<file path="src/rtl/sized_array_fifo.sv">
// -----------------------------------------------------------------------------
// sized_array_fifo
//
// Synchronous FIFO built on a size-declared unpacked storage array. DEPTH need
// not be a power of two: both pointers wrap explicitly from DEPTH-1 back to 0,
// and occupancy is tracked by a separate counter rather than derived from the
// pointers.
//
// Handshake: a word moves only on a rising clock edge where its valid and
// ready are both high. push = in_valid && in_ready, pop = out_valid &&
// out_ready. in_ready and out_valid depend only on registered state, never on
// in_valid or out_ready, so there is no combinational path from either input
// handshake to an output handshake.
//
// Parameters:
//   WIDTH  data word width (1..64)
//   DEPTH  number of storage entries (2..16)
//   AFULL  almost_full threshold (1..DEPTH)
//
// Ports:
//   clock        rising-edge clock for all state
//   reset        synchronous active-high reset; wins over flush, push and pop
//   flush        synchronous clear of pointers/count; wins over push and pop
//   in_valid     producer offers in_data
//   in_ready     FIFO can accept a word this cycle (count < DEPTH)
//   in_data      write data
//   out_valid    out_data holds the oldest stored word (count > 0)
//   out_ready    consumer takes out_data this cycle
//   out_data     oldest stored word, all-zero while out_valid is low
//   count        number of stored words
//   almost_full  count >= AFULL
// -----------------------------------------------------------------------------
module sized_array_fifo #(
    parameter int WIDTH = 8,
    parameter int DEPTH = 3,
    parameter int AFULL = DEPTH - 1
) (
    input  logic                       clock,
    input  logic                       reset,
    input  logic                       flush,
    input  logic                       in_valid,
    output logic                       in_ready,
    input  logic [WIDTH-1:0]           in_data,
    output logic                       out_valid,
    input  logic                       out_ready,
    output logic [WIDTH-1:0]           out_data,
    output logic [$clog2(DEPTH+1)-1:0] count,
    output logic                       almost_full
);

    localparam int PW = (DEPTH > 1) ? $clog2(DEPTH) : 1;
    localparam int CW = $clog2(DEPTH + 1);

    localparam logic [CW-1:0] DEPTH_C = CW'(DEPTH);
    localparam logic [CW-1:0] AFULL_C = CW'(AFULL);
    localparam logic [PW-1:0] LAST_C  = PW'(DEPTH - 1);

    // Storage is never reset; out_data is masked whenever the FIFO is empty,
    // so unwritten entries can never reach an output.
    logic [WIDTH-1:0] r_mem [DEPTH];

    logic [PW-1:0] r_wr_ptr;
    logic [PW-1:0] r_rd_ptr;
    logic [CW-1:0] r_count;

    logic          w_push;
    logic          w_pop;
    logic [PW-1:0] w_wr_next;
    logic [PW-1:0] w_rd_next;

    assign in_ready    = (r_count < DEPTH_C);
    assign out_valid   = (r_count != '0);
    assign almost_full = (r_count >= AFULL_C);
    assign count       = r_count;
    assign out_data    = out_valid ? r_mem[r_rd_ptr] : '0;

    assign w_push = in_valid && in_ready;
    assign w_pop  = out_valid && out_ready;

    // Explicit wrap keeps non-power-of-two depths from indexing past DEPTH-1.
    assign w_wr_next = (r_wr_ptr == LAST_C) ? '0 : r_wr_ptr + 1'b1;
    assign w_rd_next = (r_rd_ptr == LAST_C) ? '0 : r_rd_ptr + 1'b1;

    always_ff @(posedge clock) begin
        if (reset) begin
            r_wr_ptr <= '0;
            r_rd_ptr <= '0;
            r_count  <= '0;
        end else if (flush) begin
            r_wr_ptr <= '0;
            r_rd_ptr <= '0;
            r_count  <= '0;
        end else begin
            if (w_push) begin
                r_wr_ptr <= w_wr_next;
            end
            if (w_pop) begin
                r_rd_ptr <= w_rd_next;
            end
            // Simultaneous push and pop leaves occupancy unchanged.
            case ({w_push, w_pop})
                2'b10:   r_count <= r_count + 1'b1;
                2'b01:   r_count <= r_count - 1'b1;
                default: r_count <= r_count;
            endcase
        end
    end

    always_ff @(posedge clock) begin
        if (w_push && !reset && !flush) begin
            r_mem[r_wr_ptr] <= in_data;
        end
    end

endmodule

</file>
<file path="config.mk">
export PLATFORM = sky130hd
export DESIGN_NAME = sized_array_fifo
export DESIGN_NICKNAME = d
export VERILOG_FILES = /design/src/rtl/sized_array_fifo.sv
export SDC_FILE = /design/constraint.sdc
export NUM_CORES = 1
export LEC_CHECK = 0
export BUFFER_PORTS_ARGS = -buffer_cell sky130_fd_sc_hd__buf_4
export CAP_MARGIN = 30
export CORE_UTILIZATION = 40
export CTS_CLUSTER_SIZE = 40
export DETAILED_ROUTE_END_ITERATION = 8
export PLACE_DENSITY = 0.61
export SYNTH_ARGS = -nofsm -noshare
export SYNTH_HDL_FRONTEND = slang
export SYNTH_SLANG_ARGS = --single-unit
</file>
<file path="constraint.sdc">
create_clock -name clock -period 2.6 [get_ports clock]
set_clock_uncertainty 0.05 [all_clocks]
set_input_delay 0.13 -clock clock [delete_from_list [all_inputs] [get_ports clock]]
set_output_delay 0.13 -clock clock [all_outputs]
set_load 0.02 [all_outputs]
</file>
Yosys cells after proc, flatten, opt, wreduce, memory -nomap -nowiden
Memory sizes are Yosys's and may differ from the RTL's. A register that Yosys moved wholly into a read port is not among the register bits.
Cells that the tools add are included.
{"block": "op_classes", "order_cmp": 2, "eq_ne": 4, "n_reduce_logical": 9, "mux": 8, "addsub": 4}
{"op": "$mux 2", "n": 4}
{"op": "$mux 8", "n": 1}
{"op": "$add 2x1->2 const B", "n": 3}
{"op": "$eq 2x2->1 const B", "n": 3}
{"op": "$logic_and 1x1->1", "n": 4}
{"op": "$pmux 2 s2", "n": 1}
{"op": "$reduce_bool 2->1", "n": 2}
{"op": "$eq 2x1->1 const B", "n": 1}
{"op": "$ge 2x2->1 const B", "n": 1}
{"op": "$logic_not 1->1", "n": 2}
{"op": "$lt 2x2->1 const B", "n": 1}
{"op": "$mux 1", "n": 2}
{"op": "$reduce_or 2->1", "n": 1}
{"op": "$sub 2x1->2 const B", "n": 1}
{"block": "totals", "ff_bits": 6, "output_inout_bits": 13, "mem_count": 1, "wordCells": 31, "mem_bits_rw": 24, "inputBits": 13}
{"memory": "r_mem", "depth": 3, "width": 8, "rd": 1, "rd_ports_with_merged_regs": 1, "wr": 1, "line_no": "60", "rtl": "logic [WIDTH-1:0] r_mem [DEPTH];"}

Logic depth before layout (Yosys ltp)
Gate-level depths: netlist of the first run.
{"block": "depth", "depth_word": 6, "ltp_mapped": 7, "ltp_nobuf": 6}

Worst setup path before layout of the first run
OpenSTA, ideal clock, no wires.
{"block": "synth_timing", "path_kind": "reg2reg", "from": "reg r_count[0], in the netlist count[0]", "to": "mem r_mem[2][0], enable pin", "synth_period_minus_slack_ps": 1977, "path_stages_with_launch": 5, "setup_ps": 385, "t_required_ps": 2165, "arrival_ps": 1542, "slack_ps": 623, "path_cell_list": "dfxtp_1 > buf_4 > a21boi_2 > nand2_1 > nor3b_1"}
{"block": "synth_via", "elab_chain_cells": 6}
{"item": "start, declared", "line_no": "64", "rtl": "logic [CW-1:0] r_count;"}
{"item": "start signal, assigned", "line_no": "102", "rtl": "2'b10: r_count <= r_count + 1'b1;"}
{"item": "start signal, assigned", "line_no": "103", "rtl": "2'b01: r_count <= r_count - 1'b1;"}
{"item": "start signal, assigned", "line_no": "104", "rtl": "default: r_count <= r_count;"}
{"item": "$lt 2x2->1", "line_no": "71", "rtl": "assign in_ready = (r_count < DEPTH_C);"}
{"item": "$logic_and 1x1->1", "line_no": "77", "rtl": "assign w_push = in_valid && in_ready;"}
{"item": "$logic_and 1x1->1 (2 in series)", "line_no": "110", "rtl": "if (w_push && !reset && !flush) begin"}
{"item": "$mux 1", "line_no": "110"}
{"item": "$mux 1 (implied by the code)", "line_no": "111", "rtl": "r_mem[r_wr_ptr] <= in_data;"}
{"item": "end, declared", "line_no": "60"}
Every way passes these cells.

==> summary.txt, run 1 <==
Setup path
  • Crit Path Max Fanout: 8
  • Worst Reg-to-Reg Cells: 5
  • Worst path arrival time: 1680 ps
  • Crit Path Class: flop to output pin
  • Reg2reg end: count[1]$_SDFFE_PP0P_
  • Flop2flop setup slack: 840 ps
  • Critical path launch point type: flop
  • Reg2reg start: count[0]$_SDFFE_PP0P_
  • Worst setup EP type: output pin
  • Req. time, crit path: 2420 ps

Global routing
  • Initial antenna violation count: 0
  • All-layer global routing usage: 0.150
  • Vias in the first global route: 823
  • First-pass GRT wire length: 3640 um
  • Grt total ovfl: 0
  • Largest net degree at the start of global routing: 11

Drt
  • Routed wl met2: 1270 um
  • TritonRoute pass-1 iters: 4
  • Vias per cell: 4.72
  • Metal3 WL: 103 um
  • Met1 wire length: 924 um
  • Via count: 826
  • # DRC: 0
  • WL per Instance: 13.2 um
  • Final WL: 2310 um
  • ANT nets after route: 0
  • Top Layer Used: met4
  • Starting DRT DRC Count: 22

Power and ir drop
  • Pwr/cell area: 552 nW/um2
  • Power share of the sequential group: 0.615
  • Combinational Power Share: 0.103
  • Cell internal pwr: 0.710 mW
  • Sw frac: 0.225
  • Clk pwr share: 0.282
  • Final Total Pwr: 0.916 mW
  • Peak supply drop: 394 uV
  • Leakage: 0.623 nW
  • Net switching power: 0.206 mW

Placed design
  • DP Wirelength: 1600 um
  • Setup WS pre-CTS: 869 ps
  • Placed Cells: 159
  • GP Congestion: 0.655
  • Placed Area: 1530 um2
  • Port bufs: 25

Synth
  • Syn avg cell area: 14.0 um2
  • Mapped Area: 1300 um2
  • Netlist cell types: 24
  • Syn Nets: 107
  • Seq cells post-synth: 32
  • Sequential area share after synthesis: 0.679
  • Cell count after synthesis: 93
  • Syn. warnings: 0

Cells and area
  • Layout area overhead: 28.0%
  • Layout cells sized above 1: 0.336
  • Final #Nets: 144
  • Fin area: 1660 um2
  • Fin cells: 175
  • Diode count: 0
  • Final core occ: 0.544

STA
  • Worst rel slew slack: 0.512
  • Fin crit period: 1860 ps
  • Setup ws final: 740 ps
  • Final period util: 0.715
  • Setup violators final: 0
  • Fin Setup TNS: 0 ps
  • RSZ-0062 raised after global routing: false
  • Fin. Hold Viols: 0
  • Worst-margin pin slew: 729 ps
  • Hold WS: 107 ps
  • Fmax: 0.538 GHz
  • Final Slew Violations: 0

Clock tree
  • CTS HTree Levels: 2
  • Clock buffer depth: 2
  • CTS tree: yes
  • Post-CTS sizing: 0
  • Worst-Skew Late Latency: 310 ps
  • Worst-path clk slew: 90 ps
  • Clk sinks: 32
  • Inserted Clock Buffers: 5
  • Root Driver: clkbuf_4

Floorplan
  • Die Area: 3480 um2
  • Initial core utilization: 0.425
  • Num ports: 26
  • Die width: 59.0 um
  • Core ar.: 3050 um2
  • Die H: 59.0 um
  • Std cell rows: 20

Status
  • Status: finished clean

Job
  • Total of max-cap violations: 0

Hold path
  • WHS Path Cells: 4
  • Min-Delay Path Class: input pin to flop
  • Critical hold path startpoint: out_ready
==> cell usage after synthesis, drive strengths merged <==
cell type  number  share of area
nor2b           1         0.0048
edfxtp         24           0.56
xnor2           1         0.0068
xor2            1         0.0068
a21oi           3          0.012
ha              1         0.0096
clkbuf          2         0.0058
mux2            8          0.069
nor3b           1         0.0058
and3            1         0.0048
nor3            1         0.0039
a21boi          1         0.0087
or2             1         0.0048
nand2           4          0.012
mux2i          10          0.077
nor2           14          0.041
inv             3         0.0087
o21ai           2          0.011
or3b            1         0.0068
or3             2         0.0096
dfxtp           8           0.12
buf             3          0.014
==> worst max path at each step <==
stage | from | end | slack, ps | cells after the start
finish | flop | out_data[5] | 740 | 4
CTS | flop | out_data[5] | 690 | 4
global placement | count[0]$_SDFFE_PP0P_ | count[1]$_SDFFE_PP0P_ | 970 | 5
floorplan | count[0]$_SDFFE_PP0P_ | r_mem[2][0]$_DFFE_PP_ | 620 | 4
detailed placement | count[1]$_SDFFE_PP0P_ | count[1]$_SDFFE_PP0P_ | 870 | 5
global route | flop | out_data[0] | 640 | 4
==> placed cells by master, fill, tap and decap left out, types with 2 or more instances in the layout <==
master / count
nand2_1: 4
dfxtp_1: 8
inv_1: 3
or3_1: 2
mux2_2: 8
dlygate4sd3_1: 8
clkbuf_1: 2
edfxtp_1: 24
nor2_1: 14
clkbuf_4: 5
buf_4: 27
a21oi_1: 3
mux2i_1: 10
==> worst max-delay path: stages (launching register included) <==
cell and delay [ps]:
dfxtp_1 590, mux2_2 390, mux2i_1 140, nor2_1 60
buf_4 190
==> layer usage <==
| metal | track usage | vias to the layer above |
|---|---|---|
| met2 | 0.269 | 19 |
| met5 | 0 | - |
| met4 | 0.0510 | 0 |
| met3 | 0.0615 | 2 |
| li1 | - | 404 |
| met1 | 0.158 | 401 |
==> state kept, by name, summed over array words and instances, names as in the netlist, named ones only <==
| register | count |
|---|---|
| r_mem | 24 |
| r_rd_ptr | 2 |
| r_wr_ptr | 2 |
| count | 2 |
==> cell families after synthesis <==
| logic type | Yosys count | synth area share |
|---|---|---|
| muxes | 18 | 0.147 |
| xor gates and xnor gates | 2 | 0.0135 |
| adders and majority gates | 1 | 0.00964 |
| DFF | 32 | 0.679 |
| and+or+nand+nor | 26 | 0.0926 |
| AOI/OAI and AO/OA | 6 | 0.0309 |
| buffers and inverters | 8 | 0.0280 |
==> power groups by stage <==
stage	clock [mW]	sequential, mW	combinational, mW
global placement	0	0.575	0.0833
finish	0.258	0.564	0.0946
detailed placement	0	0.576	0.0861
global route	0.290	0.565	0.103
floorplan	0	0.573	0.0478
CTS	0.268	0.564	0.0958
==> cell type report <==
type	count	area, um2
Fill cell	300	1390
Clock buffer	7	45.0
Timing Repair Buffer	35	283
Sequential cell	32	881
Clock inverter	1	5.00
Tap cell	44	55.1
Inverter	3	11.3
Multi-Input combinational cell	53	380
==> timing repair <==
| action | in CTS | in global routing |
|---|---|---|
| hold endpoints to repair | 24 | 0 |
| buffers inserted | 0 | 0 |
| hold buffers | 8 | 0 |
Note: power is estimated with default switching activity, not from simulation.
==> run 2, diff against run 1 <==
--- a/config.mk
+++ b/config.mk
@@ -5,12 +5,13 @@
 export SDC_FILE = /design/constraint.sdc
 export NUM_CORES = 1
 export LEC_CHECK = 0
+export ABC_AREA = 1
 export BUFFER_PORTS_ARGS = -buffer_cell sky130_fd_sc_hd__buf_4
 export CAP_MARGIN = 30
 export CORE_UTILIZATION = 40
 export CTS_CLUSTER_SIZE = 40
 export DETAILED_ROUTE_END_ITERATION = 8
-export PLACE_DENSITY = 0.61
+export PLACE_DENSITY = 0.63
 export SYNTH_ARGS = -nofsm -noshare
 export SYNTH_HDL_FRONTEND = slang
 export SYNTH_SLANG_ARGS = --single-unit
==> constraint.sdc (replaced) <==
create_clock -name clock -period 1.6 [get_ports clock]
set_clock_uncertainty 0.05 [all_clocks]
set_input_delay 0.08 -clock clock [delete_from_list [all_inputs] [get_ports clock]]
set_output_delay 0.08 -clock clock [all_outputs]
set_load 0.02 [all_outputs]
==> run 2 against run 1 <==
Effect of this change:
- worst setup slack got worse by 670 ps
- via count is 21% higher
- area after synthesis grew 6.3%
- hold slack got worse by 79 ps
- power grew 64%
- global-route usage increased by 1.1 points
- cell area up 9.3%
- largest power group unchanged
==> summary.txt, run 2 <==
Status
  • Status: finished clean

Power and ir drop
  • Power share of the sequential group: 0.609 (-0.006)
  • Final Total Pwr: 1.50 mW (+64%)
  • Pwr/cell area: 828 nW/um2 (+50%)
  • Peak supply drop: 521 uV (+32%)
  • Leakage: 0.825 nW (+32%)
  • Combinational Power Share: 0.121 (+0.018)
  • Clk pwr share: 0.270 (-0.012)
  • Net switching power: 0.342 mW (+66%)
  • Sw frac: 0.227 (+0.00229)
  • Cell internal pwr: 1.16 mW (+64%)

Cells and area
  • Layout cells sized above 1: 0.270 (-0.0656)
  • Final core occ: 0.576 (+0.0319)
  • Diode count: 0 (unchanged)
  • Most frequent cells in the layout: inv_1, buf_4, edfxtp_1
  • Layout area overhead: 31.7%
  • Commonest non-fill, non-tap cell in the layout: inv_1
  • Final #Nets: 198 (+38%)
  • Largest register FFs: 24 (unchanged)
  • Register with the highest flop count: r_mem

STA
  • Setup ws final: 70.5 ps (-670 ps)
  • Setup violators final: 0 (unchanged)
  • Hold WS: 27.9 ps (-79.2 ps)
  • Fin crit period: 1530 ps
  • Worst rel slew slack: 0.739 (+0.226)
  • Fin. Hold Viols: 0 (unchanged)
  • Final Slew Violations: 0 (unchanged)
  • Final period util: 0.956
  • Fmax: 0.654 GHz
  • Worst-margin pin slew: 392 ps (-337 ps)
  • RSZ-0062 raised after global routing: false

Global routing
  • All-layer global routing usage: 0.161 (+0.0111)
  • Largest net degree at the start of global routing: 17 (+6)
  • Grt total ovfl: 0 (unchanged)
  • Initial antenna violation count: 0 (unchanged)
  • Vias in the first global route: 963 (+17%)
  • First-pass GRT wire length: 4100 um (+12%)

Synth
  • Synth async-reset ratio: 0 (unchanged)
  • Mux contribution to synthesized area: 0 (-0.147)
  • Sequential area share after synthesis: 0.639 (-0.0400)
  • Synth Area in Adders: 0.00907 (-0.000569)
  • Post-synth top area share: 0.523 (-0.0328)
  • Syn Nets: 152 (+42%)
  • Simple-gate share of the synthesized area: 0.149 (+0.0562)
  • Syn. warnings: 0 (unchanged)
  • Synth area leaders: edfxtp_1, dfxtp_1, inv_1
  • Netlist cell types: 20 (-17%)
  • Mapped Area: 1380 um2 (+6.3%)
  • Post-synth top area cell: edfxtp_1
  • Syn avg cell area: 9.99 um2 (-28%)
  • Synth top cells by count: inv_1, edfxtp_1, nand2_1
  • Synth Area in Compound Gates: 0.102 (+0.0708)
  • Synth Area in XOR/XNOR: 0 (-0.0135)
  • Count leader, synth: inv_1
  • EDFF count, synth: 24 (unchanged)
  • Seq cells post-synth: 32 (unchanged)
  • Cell count after synthesis: 138 (+48%)
  • Top_reg_cell synth: edfxtp_1
  • Largest family of logic cells by synthesized area: simple AND/OR/NAND/NOR gates

Setup path
  • Crit Path Max Fanout: 6 (-2)
  • Req. time, crit path: 1800 ps (-620 ps)
  • Worst setup EP type: flop
  • Worst path arrival time: 1730 ps (+50 ps)
  • Crit Path Class: input pin to flop
  • Worst Reg-to-Reg Cells: 5 (unchanged)
  • Reg2reg end: r_mem[1][5]$_DFFE_PP_
  • Flop2flop setup slack: 200 ps (-640 ps)
  • Reg2reg start: count[0]$_SDFFE_PP0P_
  • Critical path launch point type: input pin

Floorplan
  • Std cell rows: 20 (unchanged)
  • Die width: 60.7 um (+3.0%)
  • Core ar.: 3150 um2 (+3.3%)
  • Num ports: 26 (unchanged)
  • Die Area: 3690 um2 (+6.0%)
  • Initial core utilization: 0.437 (+0.0123)
  • Die H: 60.7 um (+3.0%)

Drt
  • Starting DRT DRC Count: 11 (-50%)
  • ANT nets after route: 0 (unchanged)
  • TritonRoute pass-1 iters: 4 (unchanged)
  • Via count: 1,003 (+21%)
  • Final WL: 2460 um (+6.9%)
  • WL per Instance: 10.8 um (-18%)
  • Vias per cell: 4.38 (-7.2%)
  • # DRC: 0 (unchanged)

Clock tree
  • Inserted Clock Buffers: 5 (unchanged)
  • Clock buffer depth: 2 (unchanged)
  • Worst-path clk slew: 90 ps (about the same)
  • Clk sinks: 32 (unchanged)
  • Root Driver: clkbuf_4
  • CTS tree: yes
  • Setup bufs post-CTS: 0 (unchanged)
  • CTS HTree Levels: 2 (unchanged)
  • Worst-Skew Late Latency: 310 ps (about the same)

Placed design
  • Port bufs: 25 (unchanged)
  • GP Congestion: 0.770 (+18%)
  • DP Wirelength: 1770 um (+11%)
  • Setup WS pre-CTS: 155 ps (-714 ps)

Job
  • Total of max-cap violations: 0 (unchanged)

Hold path
  • Critical hold path startpoint: in_valid
  • Worst min-delay path endpoint: r_wr_ptr[0]$_SDFFE_PP0P_
  • Min-Delay Path Class: input pin to flop
  • WHS Path Cells: 4 (unchanged)
==> run 2: cell count changes in the layout (fill, tap and decap cells not counted), moves of 8 or more <==
cell and change:
mux2_2 -8, nand2_1 +16, o21ai_0 +8, mux2i_1 -10
o21ai_1 +10, inv_1 +29
==> run 2: worst max-delay path by stage <==
stage                          start  depth (start not counted)               endpoint
6_report                       reset                          6  count[0]$_SDFFE_PP0P_
5_1_grt        count[1]$_SDFFE_PP0P_                          6            out_data[4]
4_1_cts        count[1]$_SDFFE_PP0P_                          6            out_data[4]
3_5_place_dp   count[1]$_SDFFE_PP0P_                          5  r_mem[1][2]$_DFFE_PP_
3_3_place_gp   count[0]$_SDFFE_PP0P_                          5  r_mem[1][4]$_DFFE_PP_
2_1_floorplan  count[0]$_SDFFE_PP0P_                          5  r_mem[2][0]$_DFFE_PP_
==> run 2: power by group through the flow <==
stage | clock [mW] | combinational (mW) | sequential [mW]
finish | 0.406 | 0.182 | 0.916
global route | 0.467 | 0.202 | 0.919
CTS | 0.427 | 0.185 | 0.916
detailed placement | 0 | 0.163 | 0.935
global placement | 0 | 0.158 | 0.934
floorplan | 0 | 0.0854 | 0.936
==> run 2: what timing repair did <==
action	4_1_cts	5_1_grt
setup endpoints to repair	3	0
endpoints found under the hold margin	30	0
hold buffers	11	0
resized for setup	3	0
==> run 2: per-layer routing <==
| metal | vias to the layer above | track usage | share of wire |
|---|---|---|---|
| met5 | - | 0 | 0 |
| met3 | 9 | 0.0448 | 0.038 |
| met2 | 20 | 0.270 | 0.51 |
| li1 | 533 | - | - |
| met4 | 0 | 0.107 | 0.030 |
| met1 | 441 | 0.179 | 0.42 |
==> run 2: through the flow <==
step,cell area [um2],setup TNS (ps),cells
2_1_floorplan,1380,-54.5,138
3_3_place_gp,1650,0,210
3_5_place_dp,1650,0,210
4_1_cts,1820,0,229
5_1_grt,1820,0,229
6_report,1820,0,229
==> run 2: cell type report <==
type                       instances  area, um2
clock buffer                       7       45.0
clock inverter                     1       3.75
fill                             296       1340
inverter                          33        124
multi-input combinational         70        360
sequential                        32        885
tap                               44       55.1
timing repair buffer              42        343
==> run 2: critical path, stage by stage <==
cell and delay [ps]:
dlygate4sd3_1 540, buf_4 150, nor2_8 130, dlygate4sd3_1 620, o21ai_0 100, a21oi_1 110
==> run 2: cells by family (layout without fill, tap and decap cells) <==
| group | Yosys count | after routing |
|---|---|---|
| buffers and inverters | 36 | 83 |
| AND/OR/NAND/NOR | 41 | 41 |
| flip-flops | 32 | 32 |
| adder cells (fa/ha/maj) | 1 | 1 |
| AO/OA/AOI/OAI | 28 | 28 |
